[src/rtl/bitmap_slot_allocator.sv]
// bitmap_slot_allocator
// Hands out the lowest-numbered free slot of a WORD_WIDTH-entry pool and takes
// slots back, tracking occupancy in a busy bitmap (1 = allocated).
// Optional feature macro: BITMAP_SLOT_ALLOCATOR_COUNT_EN adds a registered
// occupancy count output.
module bitmap_slot_allocator #(
   parameter int WORD_WIDTH  = 8,
   parameter int INDEX_WIDTH = 3
) (
   input  logic                   clock,
   input  logic                   reset_n,
   output logic                   alloc_valid,
   input  logic                   alloc_ready,
   output logic [INDEX_WIDTH-1:0] alloc_index,
   output logic [WORD_WIDTH-1:0]  alloc_onehot,
   input  logic                   release_valid,
   output logic                   release_ready,
   input  logic [INDEX_WIDTH-1:0] release_index,
   input  logic                   flush,
   output logic [WORD_WIDTH-1:0]  busy_map,
   output logic                   full,
   output logic                   empty,
`ifdef BITMAP_SLOT_ALLOCATOR_COUNT_EN
   output logic [INDEX_WIDTH:0]   occupancy,
`endif
   output logic                   release_error
);

   localparam logic [WORD_WIDTH-1:0]  ONE_W   = {{(WORD_WIDTH-1){1'b0}}, 1'b1};
   localparam logic [INDEX_WIDTH:0]   ONE_CNT = {{INDEX_WIDTH{1'b0}}, 1'b1};

   // Binary position of the single set bit; zero when no bit is set.
   function automatic logic [INDEX_WIDTH-1:0] onehot_to_index(input logic [WORD_WIDTH-1:0] oh);
      logic [INDEX_WIDTH-1:0] idx;
      idx = {INDEX_WIDTH{1'b0}};
      for (int i = 0; i < WORD_WIDTH; i++) begin
         if (oh[i]) begin
            idx = idx | INDEX_WIDTH'(i);
         end else begin
            idx = idx;
         end
      end
      return idx;
   endfunction

   // Decodes a binary index to one-hot; indices beyond the pool decode to zero.
   function automatic logic [WORD_WIDTH-1:0] index_to_onehot(input logic [INDEX_WIDTH-1:0] idx);
      logic [WORD_WIDTH-1:0] oh;
      oh = {WORD_WIDTH{1'b0}};
      for (int i = 0; i < WORD_WIDTH; i++) begin
         oh[i] = (idx == INDEX_WIDTH'(i));
      end
      return oh;
   endfunction

   logic [WORD_WIDTH-1:0]  busy_q, busy_d;
   logic                   error_q, error_d;
   logic [WORD_WIDTH-1:0]  offer_onehot_s;
   logic [WORD_WIDTH-1:0]  release_onehot_s;
   logic                   full_s;
   logic                   alloc_fire_s;
   logic                   release_legal_s;
`ifdef BITMAP_SLOT_ALLOCATOR_COUNT_EN
   logic [INDEX_WIDTH:0]   count_q, count_d;
`endif

   // Offer and status are derived from the busy register only (no input-to-output paths).
   always_comb begin
      offer_onehot_s = ~busy_q & (busy_q + ONE_W);
      full_s         = &busy_q;
   end

   // Transfer qualification: alloc needs a live offer, release needs a busy slot in range.
   always_comb begin
      release_onehot_s = index_to_onehot(release_index);
      alloc_fire_s     = alloc_ready & ~full_s;
      release_legal_s  = release_valid & (|(release_onehot_s & busy_q));
   end

   // Next-state: alloc and release both act on the pre-edge bitmap, flush overrides both.
   always_comb begin
      busy_d  = busy_q;
      error_d = error_q | (release_valid & ~release_legal_s);
      if (flush) begin
         busy_d = {WORD_WIDTH{1'b0}};
      end else begin
         if (alloc_fire_s) begin
            busy_d = busy_d | offer_onehot_s;
         end else begin
            busy_d = busy_d;
         end
         if (release_legal_s) begin
            busy_d = busy_d & ~release_onehot_s;
         end else begin
            busy_d = busy_d;
         end
      end
   end

`ifdef BITMAP_SLOT_ALLOCATOR_COUNT_EN
   // Occupancy tracks the bitmap population: +1 per alloc, -1 per legal release.
   always_comb begin
      count_d = count_q;
      if (flush) begin
         count_d = {(INDEX_WIDTH+1){1'b0}};
      end else begin
         case ({alloc_fire_s, release_legal_s})
            2'b10:   count_d = count_q + ONE_CNT;
            2'b01:   count_d = count_q - ONE_CNT;
            default: count_d = count_q;
         endcase
      end
   end

   // Occupancy register.
   always_ff @(posedge clock or negedge reset_n) begin
      if (!reset_n) begin
         count_q <= {(INDEX_WIDTH+1){1'b0}};
      end else begin
         count_q <= count_d;
      end
   end

   assign occupancy = count_q;
`endif

   // Busy bitmap and sticky release-error flag.
   always_ff @(posedge clock or negedge reset_n) begin
      if (!reset_n) begin
         busy_q  <= {WORD_WIDTH{1'b0}};
         error_q <= 1'b0;
      end else begin
         busy_q  <= busy_d;
         error_q <= error_d;
      end
   end

   assign alloc_onehot  = offer_onehot_s;
   assign alloc_index   = onehot_to_index(offer_onehot_s);
   assign alloc_valid   = ~full_s;
   assign release_ready = 1'b1;
   assign busy_map      = busy_q;
   assign full          = full_s;
   assign empty         = ~|busy_q;
   assign release_error = error_q;

endmodule

[config.mk]
export PLATFORM = sky130hd
export DESIGN_NAME = bitmap_slot_allocator
export DESIGN_NICKNAME = d
export VERILOG_FILES = /design/src/rtl/bitmap_slot_allocator.sv
export SDC_FILE = /design/constraint.sdc
export NUM_CORES = 1
export LEC_CHECK = 0
export CORE_MARGIN = 2
export CORE_UTILIZATION = 40
export CTS_CLUSTER_DIAMETER = 40
export DETAILED_ROUTE_END_ITERATION = 10
export PLACE_DENSITY = 0.78
export SLEW_MARGIN = 25
export SYNTH_ARGS = -nofsm -noshare
export SYNTH_HDL_FRONTEND = slang
export SYNTH_SLANG_ARGS = --single-unit
[constraint.sdc]
create_clock -name clock -period 1.7 [get_ports clock]
set_clock_uncertainty 0.05 [all_clocks]
set_input_delay 0.255 -clock clock [delete_from_list [all_inputs] [get_ports clock]]
set_output_delay 0.255 -clock clock [all_outputs]
set_load 0.05 [all_outputs]
==> results.tsv <==
stage	metric	value	unit
synth	synth.most_common_cell	dfrtp_1	
timing	final_hold_viol_count	0	
timing	post-route-min-period	1840	ps
floorplanning	num_rows	15	
global_route	antenna_found_initial	0	
routing	viasPerCell	5.97	
synth	seq_area_frac_synth	0.325	
synth	yosys_most_used_dff	dfrtp_1	
floorplanning	die_area	2080	um^2
synth	yosysUniqueCellTypes	37	
pwr	p_leak	0.650	nW
routing	totalWireLength	2810	um
synth	ys_seq_elements	9	
final_layout	nets	141	
timing	max_freq	545	MHz
synth	synthArstFlopShare	1.00	
clocking	clock_tree.root_cell	clkbuf_4	
placed_design	portBuffers	30	
final_layout	drive_above_1_share	0.667	
global_route	grt_pass1_vias	849	
timing	final.setup.worst_slack	-136	ps
floorplanning	start_util	0.415	
timing	rsz0062_at_grt	yes	
global_route	grt.total_usage	0.264	
timing	setup_viol	10	
final_layout	final.fill_count	72	
critical_path	cp-start-kind	flop	
critical_path	cp_data_required_time	1390	ps
final_layout	antenna_cells	0	
global_route	grt_pass1_wl	3940	um
routing	drtIter0Drc	33	
synth	synth_area_leaders	dfrtp_1 32%, a311oi_1 6.3%, a31oi_1 5.4%, nor2_1 4.3%, buf_4 3.2%	
placed_design	dp.cells	134	
final_layout	final_area	1470	um^2
clocking	cts.htree.levels	1	
pwr	powerDensity	409	nW/um^2
clocking	insertion_delay	250	ps
placed_design	post-place-ws	-162	ps
placed_design	placed_area	1290	um^2
clocking	clk_path_buf_depth	2	
synth	synth_edf_count	0	
routing	dr_total_vias	890	
global_route	gr-total-overflow	0	
floorplanning	core-area	1670	um^2
placed_design	hpwl	1620	um
clocking	cts_tree	yes	
routing	route.detailed.drc	0	
critical_path	cp.arrival	1530	ps
routing	wl_per_cell	18.9	um
placed_design	gp_congestion	0.918	
run	max_cap_violations	0	
clocking	clk_pin_slew_worst_paths	60	ps
clocking	numCtsBuffers	3	
global_route	grt_max_degree	10	
critical_path	crit_type	reg -> out	
routing	ant_nets	0	
clocking	cts_num_sinks	9	
critical_path	worst_setup_path_end_kind	output port	
floorplanning	die-width	45.6	um
timing	post-route-period-util	1.08	
critical_path	crit_fanout	7	
synth	syn-num-nets	87	
final_layout	area_growth	113	%
synth	yosysTopAreaCellShare	0.325	
synth	postSynthCellCount	79	
worst_hold_path	min_path_type	in -> async	
synth	yosys_warnings	0	
status	violations	negative setup slack	
pwr	irDropWorstVdd	325	uV
floorplanning	die_y	45.6	um
final_layout	utilization	0.882	
timing	maxSlewViolCount	0	
status	status	finished, violations left	
routing	drt_pass1_iterations	4	
synth	synthesis.area	693	um^2
synth	synth_commonest_cells	9 x dfrtp_1, 8 x nor2_1, 6 x a31oi_1	
synth	yosys.area.top_type	dfrtp_1	
floorplanning	io_pins	32	
final_layout	finalNonFillerCells	149	
timing	whs	246	ps
synth	synth_area_per_cell	8.77	um^2
-- routing by layer --
layer	routed length, um	up-vias	track usage
li1	-	407	-
met1	1110	428	0.323
met2	1490	43	0.465
met3	126	12	0.0198
met4	85	0	0.124
met5	0	-	0
-- critical path, stage by stage (launching register included) --
cell and delay [ps]:
dfrtp_2 390, buf_4 170, nand4_1 170, buf_4 180
buf_4 130, nor2_4 90, buf_12 140
-- metrics by stage --
stage                     total power, mW  setup TNS (ps)
after floorplan                     0.338            -773
after detailed placement            0.433            -934
after CTS                           0.597            -308
final                               0.603            -729
after global routing                0.631           -1240
after global placement              0.430            -792
-- repair_timing --
item | in CTS | in global routing
endpoints found under the setup margin | 7 | 15
buffers inserted | 9 | 2
gates resized for setup | 7 | 11
pin swaps | 5 | 7
hold buffers | 0 | 0
hold endpoints to repair | 0 | 0
-- layout make-up --
type / count / area (um^2) / share of cell area
Clock buffer: 4 / 26.3 / 0.0178
Tap cell: 17 / 21.3 / 0.0144
Inverter: 4 / 18.8 / 0.0127
Timing Repair Buffer: 56 / 662 / 0.449
Sequential cell: 9 / 235 / 0.160
Multi-Input combinational cell: 59 / 510 / 0.346
-- power breakdown --
group | leakage (nW) | internal (mW) | switching, mW | total, mW
clock network | 0.0150 | 0.0900 | 0.0672 | 0.157
registers | 0.106 | 0.219 | 0.00490 | 0.223
logic | 0.529 | 0.100 | 0.122 | 0.223
total | 0.650 | 0.409 | 0.194 | 0.603
-- flip-flops by register name (all words and copies together) (netlist names) --
signal         count
busy_map           8
release_error      1
-- cell families (layout without fill, tap and decap cells) --
family,after synthesis,count (layout),share of synthesized area
and+or+nand+nor,33,33,0.276
AOI/OAI and AO/OA,22,22,0.227
buffers and inverters,11,64,0.121
DFF,9,9,0.325
muxes,3,3,0.0451
other,1,1,0.00541
-- cell usage in the layout, fill, tap and decap left out, types with 2 or more instances in the layout --
master,instances
a211oi_1,2
a21oi_1,3
a311oi_1,2
a311oi_2,3
a31oi_1,5
and3_1,2
buf_12,16
buf_4,28
buf_6,5
clkbuf_4,3
clkdlybuf4s50_1,5
dfrtp_2,8
dlymetal6s2s_1,2
inv_1,3
mux2i_1,2
nand2_1,3
nand4_1,2
nor2_1,3
nor2_2,2
nor2_4,3
or4_4,2
-- final timing paths --
| kind | startpoint | to | slack [ps] | cells past startpoint |
|---|---|---|---|---|
| worst max register to register | busy_map[3]$_DFF_PN0_ | busy_map[0]$_DFF_PN0_ | -10 | 5 |
| max in group asynchronous | reset_n | busy_map[0]$_DFF_PN0_ | 1050 | 1 |
| worst max-delay path | busy_map[0]$_DFF_PN0_ | alloc_onehot[4] | -140 | 6 |
| worst min-delay path | reset_n | release_error$_DFF_PN0_ | 250 | 1 |
| min in group clock | release_error$_DFF_PN0_ | release_error$_DFF_PN0_ | 470 | 1 |
| worst min register to register | release_error$_DFF_PN0_ | release_error$_DFF_PN0_ | 470 | 1 |
Note: power is estimated with default switching activity, not from simulation.
